<file path="src/rtl/sr_seq_pkg.sv">
// Shared types and helpers for the SR latch write sequencer.
// Holds the FSM state enum, op encodings and the counter-width helper.
package sr_seq_pkg;

  typedef enum logic [2:0] {
    IDLE,
    SETUP,
    PULSE,
    HOLD,
    VERIFY,
    DONE
  } seq_state_t;

  localparam logic OP_SET = 1'b1;
  localparam logic OP_CLR = 1'b0;

  function automatic int cnt_w(
    input int setup_cyc,
    input int pulse_cyc
  );
    int m;
    m = (setup_cyc > pulse_cyc) ? setup_cyc : pulse_cyc;
    return $clog2(m + 1);
  endfunction

endpackage

</file>
<file path="src/rtl/sr_latch_write_seq_arb.sv">
// Round-robin arbiter: first active req at or after ptr, circular.
// Ports: req, ptr in; one-hot grant, grant index, valid out. Combinational.
module rr_arbiter
  import sr_seq_pkg::*;
#(
  parameter int NREQ = 2,
  parameter int PW   = 1
) (
  input  logic [NREQ-1:0] req,
  input  logic [PW-1:0]   ptr,
  output logic [NREQ-1:0] grant,
  output logic [PW-1:0]   idx,
  output logic            valid
);

  logic [PW-1:0] j;

  always_comb begin
    grant = '0;
    idx   = '0;
    valid = 1'b0;
    j     = '0;
    for (int k = 0; k < NREQ; k++) begin
      j = PW'((int'(ptr) + k) % NREQ);
      if (!valid && req[j]) begin
        valid    = 1'b1;
        grant[j] = 1'b1;
        idx      = j;
      end
    end
  end

endmodule

</file>
<file path="src/rtl/sr_latch_write_seq.sv">
// Sequencer driving set/clear pulses into a bank of enable-gated SR latches.
// Ports: clk, rst_n, req/op/addr in, ack/err/busy out, latch_S/R/en out, latch_Q in.
// Readback verify is built when SR_LATCH_WRITE_SEQ_VERIFY_EN is defined.
module sr_latch_write_seq
  import sr_seq_pkg::*;
#(
  parameter int NREQ      = 2,
  parameter int NLATCH    = 8,
  parameter int AW        = 3,
  parameter int SETUP_CYC = 1,
  parameter int PULSE_CYC = 2
) (
  input  logic                 clk,
  input  logic                 rst_n,
  input  logic [NREQ-1:0]      req,
  input  logic [NREQ-1:0]      op,
  input  logic [NREQ*AW-1:0]   addr,
  output logic [NREQ-1:0]      ack,
  output logic                 err,
  output logic                 busy,
  output logic [NLATCH-1:0]    latch_S,
  output logic [NLATCH-1:0]    latch_R,
  output logic [NLATCH-1:0]    latch_en,
  input  logic [NLATCH-1:0]    latch_Q
);

  localparam int PW  = (NREQ > 1) ? $clog2(NREQ) : 1;
  localparam int CW0 = cnt_w(SETUP_CYC, PULSE_CYC);
  // VERIFY needs to count to 2 even with short setup/pulse.
  localparam int CW  = (CW0 < 2) ? 2 : CW0;
  localparam logic [AW:0] NL = (AW+1)'(NLATCH);

  seq_state_t      state;
  logic [CW-1:0]   cnt;
  logic [PW-1:0]   ptr;
  logic [PW-1:0]   g_idx;
  logic            g_op;
  logic [AW-1:0]   g_addr;

  logic [NREQ-1:0] gnt;
  logic [PW-1:0]   gi;
  logic            gv;
  logic [AW-1:0]   a_in;
  logic            op_in;
  logic [PW-1:0]   ptr_nxt;
  logic [NLATCH-1:0] a_sel;
  logic [NLATCH-1:0] g_sel;
  logic [NREQ-1:0]   g_ack;

  rr_arbiter #(
    .NREQ(NREQ),
    .PW  (PW)
  ) u_arb (
    .req  (req),
    .ptr  (ptr),
    .grant(gnt),
    .idx  (gi),
    .valid(gv)
  );

  assign a_in    = addr[gi*AW +: AW];
  assign op_in   = op[gi];
  assign ptr_nxt = PW'((int'(gi) + 1) % NREQ);
  assign a_sel   = NLATCH'(1) << a_in;
  assign g_sel   = NLATCH'(1) << g_addr;
  assign g_ack   = NREQ'(1) << g_idx;

`ifdef SR_LATCH_WRITE_SEQ_VERIFY_EN
  logic [NLATCH-1:0] q_meta;
  logic [NLATCH-1:0] q_sync;

  always_ff @(posedge clk or negedge rst_n) begin
    if (!rst_n) begin
      q_meta <= '0;
      q_sync <= '0;
    end else begin
      q_meta <= latch_Q;
      q_sync <= q_meta;
    end
  end
`else
  logic unused_q;
  assign unused_q = ^{latch_Q, g_op};
`endif

  always_ff @(posedge clk or negedge rst_n) begin
    if (!rst_n) begin
      state    <= IDLE;
      cnt      <= '0;
      ptr      <= '0;
      g_idx    <= '0;
      g_op     <= OP_CLR;
      g_addr   <= '0;
      ack      <= '0;
      err      <= 1'b0;
      busy     <= 1'b0;
      latch_S  <= '0;
      latch_R  <= '0;
      latch_en <= '0;
    end else begin
      case (state)
        IDLE: begin
          if (gv) begin
            ptr    <= ptr_nxt;
            g_idx  <= gi;
            g_op   <= op_in;
            g_addr <= a_in;
            busy   <= 1'b1;
            cnt    <= '0;
            if ({1'b0, a_in} >= NL) begin
              state <= DONE;
              ack   <= gnt;
              err   <= 1'b1;
            end else begin
              state   <= SETUP;
              latch_S <= (op_in == OP_SET) ? a_sel : '0;
              latch_R <= (op_in == OP_SET) ? '0 : a_sel;
            end
          end
        end
        SETUP: begin
          if (cnt == CW'(SETUP_CYC - 1)) begin
            state    <= PULSE;
            cnt      <= '0;
            latch_en <= g_sel;
          end else begin
            cnt <= cnt + 1'b1;
          end
        end
        PULSE: begin
          if (cnt == CW'(PULSE_CYC - 1)) begin
            state    <= HOLD;
            cnt      <= '0;
            latch_en <= '0;
          end else begin
            cnt <= cnt + 1'b1;
          end
        end
        HOLD: begin
          latch_S <= '0;
          latch_R <= '0;
`ifdef SR_LATCH_WRITE_SEQ_VERIFY_EN
          state <= VERIFY;
          cnt   <= '0;
`else
          state <= DONE;
          ack   <= g_ack;
          err   <= 1'b0;
`endif
        end
`ifdef SR_LATCH_WRITE_SEQ_VERIFY_EN
        VERIFY: begin
          // Two cycles let the new Q settle through the synchroniser.
          if (cnt == CW'(2)) begin
            state <= DONE;
            ack   <= g_ack;
            err   <= (q_sync[g_addr] != g_op);
          end else begin
            cnt <= cnt + 1'b1;
          end
        end
`endif
        DONE: begin
          state <= IDLE;
          ack   <= '0;
          err   <= 1'b0;
          busy  <= 1'b0;
        end
        default: begin
          state    <= IDLE;
          ack      <= '0;
          err      <= 1'b0;
          busy     <= 1'b0;
          latch_S  <= '0;
          latch_R  <= '0;
          latch_en <= '0;
        end
      endcase
    end
  end

endmodule

</file>
<file path="config.mk">
export PLATFORM = sky130hd
export DESIGN_NAME = sr_latch_write_seq
export DESIGN_NICKNAME = d
export VERILOG_FILES = /design/src/rtl/sr_seq_pkg.sv /design/src/rtl/sr_latch_write_seq_arb.sv /design/src/rtl/sr_latch_write_seq.sv
export SDC_FILE = /design/constraint.sdc
export NUM_CORES = 1
export LEC_CHECK = 0
export ABC_AREA = 1
export ABC_CLOCK_PERIOD_IN_PS = 3200
export CAP_MARGIN = 20
export CORE_AREA = 2 2 64 66
export CTS_CLUSTER_SIZE = 16
export DETAILED_ROUTE_END_ITERATION = 10
export DIE_AREA = 0 0 66 68
export DONT_BUFFER_PORTS = 1
export SYNTH_ARGS = -nofsm -noshare
export SYNTH_HDL_FRONTEND = slang
export SYNTH_SLANG_ARGS = --single-unit
</file>
<file path="constraint.sdc">
create_clock -name clk -period 3.2 [get_ports clk]
set_input_delay 0.48 -clock clk [delete_from_list [all_inputs] [get_ports clk]]
set_output_delay 0.48 -clock clk [all_outputs]
set_load 0.01 [all_outputs]
</file>
# Word-level counts from Yosys, hierarchy flattened
# Cells that the tools add are included.
# Widths: inputs -> output; s select.
[classes]
multipliers = 1
add_sub_neg = 3
reduce_logical = 15
n_lt_le_gt_ge = 3
muxes = 30
n_bitwise = 3
n_eq_ne = 8
shift = 4
[ops]
columns = ["operator", "n"]
rows = [
  ["$mux 8", 6],
  ["$pmux 8 s2", 2],
  ["$pmux 8 s3", 1],
  ["$shl 1x3->8 const A", 2],
  ["$pmux 3 s4", 1],
  ["$reduce_or 3->1", 4],
  ["$mux 1", 11],
  ["$mux 3", 3],
  ["$reduce_and 2->1", 4],
  ["$eq 3x2->1 const B", 2],
  ["$lt 1x2->1 const B", 3],
  ["$mux 2", 3],
  ["$ne 2x2->1 const B", 3],
  ["$pmux 2 s3", 1],
  ["$reduce_and 3->1", 2],
  ["$shiftx 6x4->3", 1],
  ["$pmux 2 s2", 1],
  ["$eq 3x1->1 const B", 1],
  ["$eq 3x3->1 const B", 1],
  ["$logic_not 3->1", 1],
  ["$mul 1x2->3 const B", 1],
  ["$not 1->1", 3],
  ["$reduce_bool 3->1", 1],
  ["$add 1x1->1 const B", 2],
  ["7 further kinds", 7],
]
[totals]
regBits = 37
output_inout_bits = 28
wordCells = 77

# Logic depth before layout (Yosys ltp)
# Gate-level depths: netlist (run 1).
[depth]
ltp_word = 12
depth_mapped = 9

# By module
# A second synthesis (run 1) with hierarchy kept.
[unflattened]
hier_cells = 229
hier_area_um2 = 1840.5
[by_module_without_submodules]
columns = ["mod", "seq_area_each_um2", "cells_per_inst", "instances", "area_each_um2"]
rows = [
  ["sr_latch_write_seq", 925.9, 215, 1, 1785.5],
  ["rr_arbiter", 0.0, 14, 1, 55.1],
]

# Worst setup path before layout (run 1)
# OpenSTA, ideal clock, no wires.
[synth_timing]
path_type = "in2reg"
start = "input port req[1]"
end = "register latch_R[0]"
required_ps = 3135
setup_slack_ps = 1795
n_path_buf = 2
cell_stages = 7
t_arrival_ps = 1340
path_cell_list = "buf_2 -> inv_1 -> nand3_2 -> o21ai_4 -> buf_6 -> nand2_1 -> nand2_1"
[synth_between]
elab_chain_len = 12
[synth_rtl]
columns = ["element", "line_no", "text"]
rows = [
  ["start, declared", "sr_latch_write_seq.sv:15", "input logic [NREQ-1:0] req,"],
  ["$mux 1 (implied by the code) (2 in a row)", "sr_latch_write_seq_arb.sv:25", "if (!valid && req[j]) begin"],
  ["$mux 1", "sr_latch_write_seq_arb.sv:25", ""],
  ["$logic_not 1->1", "sr_latch_write_seq_arb.sv:25", ""],
  ["$logic_and 1x1->1", "sr_latch_write_seq_arb.sv:25", ""],
  ["$mux 1", "sr_latch_write_seq_arb.sv:25", ""],
  ["$mul 1x2->3", "sr_latch_write_seq.sv:61", "assign a_in = addr[gi*AW +: AW];"],
  ["$shiftx 6x4->3", "sr_latch_write_seq.sv:61", ""],
  ["$shl 1x3->8", "sr_latch_write_seq.sv:64", "assign a_sel = NLATCH'(1) << a_in;"],
  ["$mux 8", "sr_latch_write_seq.sv:117", "latch_R <= (op_in == OP_SET) ? '0 : a_sel;"],
  ["$mux 8", "sr_latch_write_seq.sv:103", "if (gv) begin"],
  ["$pmux 8 s2", "sr_latch_write_seq.sv:101", "case (state)"],
  ["end signal, assigned", "sr_latch_write_seq.sv:117", ""],
  ["end, declared", "sr_latch_write_seq.sv:22", "output logic [NLATCH-1:0] latch_R,"],
]
# Parallel ways exist; a longest one is shown, timed or not. The select of a mux whose other input is x is not followed.
# A chain may end at the register's enable or synchronous reset.

# Worst setup path after layout (run 1)
[layout_timing]
start = "register state[2]"
end = "register latch_S[1]"
[layout_between]
elab_chain_len = 4
[layout_rtl]
columns = ["element", "line_no", "text"]
rows = [
  ["start, declared", "sr_latch_write_seq.sv:33", "seq_state_t state;"],
  ["start signal, assigned", "sr_latch_write_seq.sv:88", "state <= IDLE;"],
  ["start signal, assigned", "sr_latch_write_seq.sv:111", "state <= DONE;"],
  ["start signal, assigned", "sr_latch_write_seq.sv:115", "state <= SETUP;"],
  ["$eq 3x2->1 (tied with other cells)", "--", ""],
  ["$reduce_or 3->1 (no line)", "--", ""],
  ["$not 1->1 (no line)", "--", ""],
  ["$reduce_and 2->1 (no line)", "--", ""],
  ["end signal, assigned", "sr_latch_write_seq.sv:116", "latch_S <= (op_in == OP_SET) ? a_sel : '0;"],
  ["end, declared", "sr_latch_write_seq.sv:21", "output logic [NLATCH-1:0] latch_S,"],
]
# Parallel ways exist; a longest one is shown, timed or not.

==> impl_metrics.yaml, run 1 <==
run_status:
  outcome: "complete, no violations"
synthesis:
  syn_nets: 259
  yosys_most_used_dff: "dfrtp_1"
  synth_warnings: 0
  synth_top_area_cell: "dfrtp_1"
  syn_avg_cell_area_um2: 7.86
  synth_common_cells: "nand2_1, dfrtp_1, inv_1, o21ai_0, nand3_1"
  synth.most_common_cell: "nand2_1"
  ys_seq_area_frac: 0.499
  synth_top_area_frac: 0.499
  synthesis.area_um2: 1850
  synthArstFlopShare: 1.00
  ys_seq_elements: 37
  synthDistinctLibCells: 22
  synth_cells: 236
  synthTopCellsByArea: "dfrtp_1, nand2_1, o21ai_0, nand3_1, inv_1"
  synth_edf_count: 0
timing:
  finalHoldViolations: 0
  fin_crit_ps: 1660
  fin_crit_sh: 0.520
  tns_ps: 0
  tightestPinTransition_ps: 572
  fmax_mhz: 601
  fin_skew_ps: 3.11
  timing.hold.ws_ps: 24.1
  rsz0062_at_grt: "no"
  finalSetupViolCount: 0
  slew_violations: 0
  slew_headroom: 0.617
power_and_ir_drop:
  pwr-share-seq: 0.411
  p_leak_nw: 1.08
  p_per_area_nw_per_um2: 906
  vdd_ir_drop_max_mv: 0.425
  p_int_uw: 979
  swShare: 0.459
  fin_total_pwr_mw: 1.81
  p_switching_uw: 832
  comb_power_share: 0.403
  clockPowerShare: 0.186
grt:
  grt_overflow_total: 0
  grt_pass1_vias: 1409
  grt_pass1_wl_um: 6380
  grt_use_total: 0.190
  grt_max_degree: 38
  antenna_found_initial: 0
floorplan:
  die_h_um: 68
  die_x_um: 66
  die_area_um2: 4490
  rows: 23
  pin_count: 48
  coreArea_um2: 3860
  initial_utilization: 0.481
detailed_routing:
  drc: 0
  ant_nets: 0
  vias: 1419
  drt_iter0_drc: 31
  vias_per_cell: 4.89
  routedWlPerCell_um: 12.7
  routed_wl_um: 3690
  drtPass1Iterations: 4
critical_path:
  r2r-start: "state[2]$_DFFE_PN0P_"
  slowest_delay_ps: 500
  critPathArrivalTime_ps: 1850
  cp-start-kind: "register"
  rrSetupSlack_ps: 1540
  required_ps: 3380
  end_kind: "register"
  r2r_end: "latch_S[1]$_DFFE_PN0P_"
  r2r_cells: 6
  cp_top_family: "simple AND/OR/NAND/NOR gates"
  slowest_stage: "o21ai_4"
  criticalPathCategory: "reg -> reg"
  crit_buf_inv: 0
  cp_max_fo: 18
  crit_path_cell_trace: "nor2_4 -> nand2_4 -> o21ai_4 -> nor2_4 -> nand2_1 -> nand2_1"
hold_path:
  hold_path_class: "in -> async"
clocking:
  clk_pin_slew_ps: 70
  cts_buffers: 5
  ctsResizeCount: 0
  ctsHtreeMaxLevel: 2
  cts_setup_buffers: 0
  cts_tree: "done"
  root_buffer: "clkbuf_8"
  clock_latency_ps: 290
  cts_max_path_buffers: 2
  clock_sinks: 37
flow_run:
  max-cap-violations: 0
placement:
  gp_congestion: 0.800
  port_buffers: 0
  hpwlAfterDp_um: 2660
finish:
  syn_to_final_growth_pct: 7.76
  final_nets: 263
  insertedDiodeCount: 0
  drive_above_1_share: 0.0917
## worst max path at each step
stage	startpoint	to	slack [ps]	depth (start not counted)
after floorplan	req[1]	latch_R[0]$_DFFE_PN0P_	1800	7
after global placement	state[0]$_DFFE_PN0P_	latch_R[2]$_DFFE_PN0P_	1530	6
after detailed placement	state[2]$_DFFE_PN0P_	latch_R[2]$_DFFE_PN0P_	1500	6
after CTS	state[2]$_DFFE_PN0P_	latch_R[2]$_DFFE_PN0P_	1500	6
after global routing	state[2]$_DFFE_PN0P_	latch_S[1]$_DFFE_PN0P_	1400	6
final	state[2]$_DFFE_PN0P_	latch_S[1]$_DFFE_PN0P_	1540	6
## cell families (layout without fill, tap and decap cells)
logic type	Yosys count	count (layout)	synth area share
adders and majority gates	3	3	0.0202
AOI/OAI and AO/OA	21	21	0.0641
buffers and inverters	24	28	0.0560
and+or+nand+nor	150	150	0.358
DFF	37	37	0.499
other	1	1	0.00202
## registers in the layout, summed over array words and instances, names as in the netlist
name / count
ptr: 1
busy: 1
g_addr: 3
ack: 2
latch_en: 8
latch_R: 8
cnt: 2
state: 3
g_idx: 1
latch_S: 8
## through the flow
stage               std cells  worst slack (ps)  utilization  area [um2]
global placement          282              1530        0.490        1890
detailed placement        282              1500        0.490        1890
floorplan                 236              1800            -        1850
global route              290              1400        0.518        2000
finish                    290              1540        0.518        2000
CTS                       290              1500        0.518        2000
## worst register-to-register path: stages, from the launching register on
cell and delay (ps):
dfrtp_1 460, nor2_4 210, nand2_4 110, o21ai_4 500, nor2_4 130, nand2_1 110
nand2_1 50
## routing by layer
layer	vias to the layer above	track usage	routed length, um	part of all wire
li1	750	-	-	-
met1	632	0.233	1750	0.47
met2	32	0.301	1610	0.44
met3	5	0.0822	271	0.073
met4	0	0.0689	59	0.016
met5	-	0	0	0
## cells in the final DEF (no fill, tap or decap), drive strengths merged
cell,count
a21oi,3
buf,1
clkbuf,6
clkinvlp,1
conb,1
dfrtp,37
ha,3
inv,20
nand2,104
nand3,16
nand3b,3
nand4,1
nor2,18
nor3,8
o21ai,17
o21bai,1
## cell type report
type	instances	area (um2)
fillers	388	1860
flip-flops and latches	37	926
multi-input cells	175	825
clock buffers	6	82.6
inverters	20	75.1
well taps	50	62.6
repair buffers	1	20.0
clock inverters	1	7.51
## power groups by stage
| stage | sequential (mW) | clock, mW | combinational, mW |
|---|---|---|---|
| floorplan | 0.715 | 0 | 0.631 |
| global placement | 0.752 | 0 | 0.721 |
| detailed placement | 0.755 | 0 | 0.731 |
| CTS | 0.747 | 0.350 | 0.745 |
| global route | 0.767 | 0.363 | 0.852 |
| finish | 0.744 | 0.338 | 0.730 |
## what timing repair did
action	CTS	global route
hold buffers	1	0
setup endpoints to repair	0	0
endpoints found under the hold margin	37	0
No activity file was read; power rests on OpenSTA's default activity.
==> run 2: changes to the inputs <==
Settings changed: ABC_CLOCK_PERIOD_IN_PS 3200 to 1500, PLACE_DENSITY from default to 0.66.
Clock period 3.2 ns to 1.5 ns, I/O delays scaled along.
==> impl_metrics.yaml, run 2 (synthesis gave the netlist of run 1 again) <==
timing:
  finalHoldViolations: 0
  finalSetupViolCount: 0
  timing.hold.ws_ps: 219
  worst_slack_ps: 111
  rsz0062_at_grt: "no"
  fin_crit_sh: 0.926
  fin_crit_ps: 1390
  tns_ps: 0
  fin_skew_ps: 2.88
  slew_violations: 0
  fmax_mhz: 720
detailed_routing:
  routed_wl_um: 3830
  drtPass1Iterations: 4
  ant_nets: 0
  drc: 0
  vias: 1502
  drt_iter0_drc: 104
  routedWlPerCell_um: 12.8
  vias_per_cell: 5.01
finish:
  final_common_cell: "nand2_1"
  layout_common_cells: "nand2_1, dfrtp_1, inv_1, o21ai_0"
  final_nets: 272
  finalInstanceArea_um2: 2140
  drive_above_1_share: 0.152
  fin_util: 0.555
  reg_top3: "latch_R x8, latch_S x8, latch_en x8"
  syn_to_final_growth_pct: 15.5
  insertedDiodeCount: 0
placement:
  place_area_um2: 1930
  gp_congestion: 0.783
  port_buffers: 0
  dp_worst_setup_slack_ps: 27.9
  hpwlAfterDp_um: 2720
run_status:
  outcome: "complete, no violations"
critical_path:
  criticalPathCategory: "reg -> reg"
  crit_path_cell_trace: "nor2_4 -> buf_4 -> a21oi_2 -> o21ai_4 -> nor2_4 -> nand2_1 -> nand2_1"
  r2r-start: "state[2]$_DFFE_PN0P_"
  slowest_delay_ps: 430
  worst-path-stages: 7
  slowest_stage: "dfrtp_2"
  rrSetupSlack_ps: 110
  required_ps: 1730
  r2r_end: "latch_R[3]$_DFFE_PN0P_"
  crit_buf_inv: 1
  cp_max_fo: 8
  cp_top_family: "simple AND/OR/NAND/NOR gates"
  r2r_cells: 7
  end_kind: "register"
  cp-start-kind: "register"
  critPathArrivalTime_ps: 1620
clocking:
  root_buffer: "clkbuf_8"
  clock_latency_ps: 290
  cts_buffers: 5
  clk_pin_slew_ps: 70
  ctsHtreeMaxLevel: 2
  clock_sinks: 37
  cts_max_path_buffers: 2
  cts_tree: "done"
hold_path:
  min_from: "addr[1]"
  hold_depth: 4
  hold_path_class: "in -> reg"
  hold_path_end: "g_addr[1]$_DFFE_PN0P_"
power_and_ir_drop:
  p_switching_mw: 1.87
  pwr-share-seq: 0.366
  comb_power_share: 0.430
  p_int_mw: 2.48
  swShare: 0.429
  vdd_ir_drop_max_mv: 0.631
  p_leak_nw: 1.15
  clockPowerShare: 0.203
  p_per_area_nw_per_um2: 2030
floorplan:
  initial_utilization: 0.481
  rows: 23
  die_x_um: 66
  pin_count: 48
  coreArea_um2: 3860
  die_area_um2: 4490
  die_h_um: 68
grt:
  grt_max_degree: 38
  grt_pass1_wl_um: 6430
  grt_pass1_vias: 1477
  antenna_found_initial: 0
  grt_overflow_total: 0
  grt_use_total: 0.190
flow_run:
  max-cap-violations: 0
==> run 2: area by class of cell <==
class	instances	area (um2)
Clock buffer	7	86.3
Clock inverter	1	30.0
Fill cell	383	1710
Inverter	20	77.6
Multi-Input combinational cell	175	856
Sequential cell	37	928
Tap cell	50	62.6
Timing Repair Buffer	10	101
==> run 2: tightest hold or removal path: stages <==
cell and delay [ps]:
inv_1 30, nand2_1 40, nand2_1 90, o21ai_0 80
==> run 2: how the worst max path moves through the flow <==
stage / from / endpoint / slack (ps)
after floorplan: state[2]$_DFFE_PN0P_ / latch_R[0]$_DFFE_PN0P_ / 190
after global placement: state[1]$_DFFE_PN0P_ / latch_en[0]$_DFFE_PN0P_ / 60
after detailed placement: ptr$_DFFE_PN0P_ / latch_R[6]$_DFFE_PN0P_ / 30
after global routing: state[2]$_DFFE_PN0P_ / latch_R[3]$_DFFE_PN0P_ / 10
final: state[2]$_DFFE_PN0P_ / latch_R[3]$_DFFE_PN0P_ / 110
after CTS: ptr$_DFFE_PN0P_ / latch_R[6]$_DFFE_PN0P_ / 20
==> run 2: power groups by stage <==
| stage | combinational, mW | clock (mW) | sequential (mW) |
|---|---|---|---|
| after global routing | 2.14 | 0.955 | 1.64 |
| after CTS | 1.71 | 0.922 | 1.59 |
| after global placement | 1.64 | 0 | 1.60 |
| after floorplan | 1.35 | 0 | 1.53 |
| final | 1.87 | 0.885 | 1.59 |
| after detailed placement | 1.68 | 0 | 1.61 |
==> run 2: per-stage QoR <==
step                      power [mW]  std cells
final                           4.35        300
after global routing            4.74        300
after CTS                       4.23        297
after detailed placement        3.28        287
after global placement          3.25        287
after floorplan                 2.87        236
==> run 2: timing repair <==
action,CTS,global route
buffers inserted,0,3
resized for setup,0,14
endpoints found under the setup margin,0,30
hold buffers,2,0
endpoints found under the hold margin,37,0
==> run 2: routing by layer <==
layer | vias to the layer above | global-route usage | routed length, um
li1 | 769 | - | -
met1 | 694 | 0.222 | 1750
met2 | 34 | 0.321 | 1830
met3 | 5 | 0.0674 | 211
met4 | 0 | 0.0765 | 34
met5 | - | 0 | 0
==> run 3: changes to the inputs <==
Settings changed: CORE_AREA 2 2 64 66 to 2 2 58 74, DIE_AREA 0 0 66 68 to 0 0 60 76, PLACE_DENSITY 0.66 to 0.65.
==> impl_metrics.yaml, run 3 (synthesis gave the netlist of run 1 again) <==
timing:
  worst_slack_ps: 97.5
  fin_crit_sh: 0.935
  fin_crit_ps: 1400
  fmax_mhz: 713
  finalSetupViolCount: 0
  fin_skew_ps: 4.88
  rsz0062_at_grt: "no"
  timing.hold.ws_ps: 204
  tns_ps: 0
  slew_violations: 0
  finalHoldViolations: 0
finish:
  drive_above_1_share: 0.136
  insertedDiodeCount: 0
  final_common_cell: "nand2_1"
  layout_common_cells: "nand2_1, dfrtp_1, inv_1, o21ai_0, nand3_1"
  final_nets: 272
  reg_top3: "latch_R x8, latch_S x8, latch_en x8"
  syn_to_final_growth_pct: 14.8
grt:
  grt_max_degree: 38
  grt_pass1_vias: 1466
  grt_pass1_wl_um: 6390
  grt_use_total: 0.187
  antenna_found_initial: 0
  grt_overflow_total: 0
power_and_ir_drop:
  clockPowerShare: 0.234
  p_int_mw: 2.54
  comb_power_share: 0.405
  p_switching_mw: 1.83
  p_per_area_nw_per_um2: 2050
  pwr-share-seq: 0.361
  vdd_ir_drop_max_mv: 0.853
  swShare: 0.419
  p_leak_nw: 1.15
detailed_routing:
  drt_iter0_drc: 31
  vias_per_cell: 4.90
  drc: 0
  vias: 1500
  drtPass1Iterations: 5
  routed_wl_um: 3820
  ant_nets: 0
  routedWlPerCell_um: 12.5
critical_path:
  endpoint: "latch_R[6]$_DFFE_PN0P_"
  cp-startpoint: "state[0]$_DFFE_PN0P_"
  end_kind: "register"
  criticalPathCategory: "reg -> reg"
  cp_top_family: "simple AND/OR/NAND/NOR gates"
  cp_max_fo: 8
  cp-start-kind: "register"
  slowest_delay_ps: 430
  r2r_end: "latch_R[6]$_DFFE_PN0P_"
  critPathArrivalTime_ps: 1630
  r2r_cells: 7
  crit_buf_inv: 1
  slowest_stage: "dfrtp_1"
  required_ps: 1730
  crit_path_cell_trace: "nor2_4 -> nand2_4 -> inv_2 -> nand3_1 -> nor2_4 -> nand2_1 -> nand2_1"
  rrSetupSlack_ps: 100
  worst-path-stages: 7
  r2r-start: "state[0]$_DFFE_PN0P_"
placement:
  gp_congestion: 0.797
  port_buffers: 0
  hpwlAfterDp_um: 2780
  dp_worst_setup_slack_ps: 59.8
floorplan:
  pin_count: 48
  coreArea_um2: 3940
  die_h_um: 76
  die_area_um2: 4560
  rows: 26
  initial_utilization: 0.471
  die_x_um: 60
hold_path:
  hold_path_class: "in -> reg"
  hold_depth: 4
clocking:
  cts_setup_buffers: 0
  cts_max_path_buffers: 2
  ctsHtreeMaxLevel: 2
  clock_latency_ps: 290
  cts_buffers: 5
  cts_tree: "done"
  clock_sinks: 37
  root_buffer: "clkbuf_8"
  clk_pin_slew_ps: 70
flow_run:
  max-cap-violations: 0
run_status:
  outcome: "complete, no violations"
==> run 3: per-stage QoR <==
stage,cell area (um2),power (mW),util,cells
2_1_floorplan,1850,2.87,-,236
3_3_place_gp,1960,3.28,0.497,296
3_5_place_dp,1960,3.31,0.497,296
4_1_cts,2120,4.38,0.538,306
5_1_grt,2130,4.73,0.541,306
6_report,2130,4.37,0.541,306
==> run 3: layer usage <==
layer,share of wire,track usage,vias up
li1,-,-,762
met2,0.48,0.300,38
met1,0.43,0.208,693
met5,0,0,-
met3,0.072,0.0781,7
met4,0.025,0.0867,0
==> run 3: cell type report <==
cell class,instances,area (um2)
timing repair buffer,10,93.8
sequential,37,927
clock buffer,5,68.8
tap,56,70.1
fill,382,1810
inverter,20,75.1
clock inverter,3,65.1
multi-input combinational,175,830
==> run 3: timing repair <==
| action | 4_1_cts | 5_1_grt |
|---|---|---|
| setup endpoints to repair | 0 | 26 |
| gates resized for setup | 0 | 4 |
| hold buffers | 2 | 0 |
| endpoints found under the hold margin | 37 | 0 |
==> run 3: tightest hold or removal path, delay by kind of cell <==
kind,cells,cell delay [ps]
buffers and inverters,1,30
AOI/OAI and AO/OA,1,70
and+or+nand+nor,2,120
==> run 3: worst min path at each step <==
| stage | slack, ps | end | start |
|---|---|---|---|
| 2_1_floorplan | -70 | ack[0]$_DFFE_PN0N_ | rst_n |
| 3_3_place_gp | -70 | ack[1]$_DFFE_PN0N_ | rst_n |
| 3_5_place_dp | -70 | ack[1]$_DFFE_PN0N_ | rst_n |
| 4_1_cts | 200 | g_addr[1]$_DFFE_PN0P_ | addr[1] |
| 5_1_grt | 240 | g_addr[0]$_DFFE_PN0P_ | req[1] |
| 6_report | 200 | g_addr[1]$_DFFE_PN0P_ | addr[1] |
==> run 3: power by group through the flow <==
stage | registers (mW) | logic, mW | clock network [mW]
after detailed placement | 1.59 | 1.72 | 0
after CTS | 1.58 | 1.76 | 1.05
after global placement | 1.59 | 1.69 | 0
after global routing | 1.62 | 2.01 | 1.10
final | 1.58 | 1.77 | 1.02
after floorplan | 1.53 | 1.35 | 0
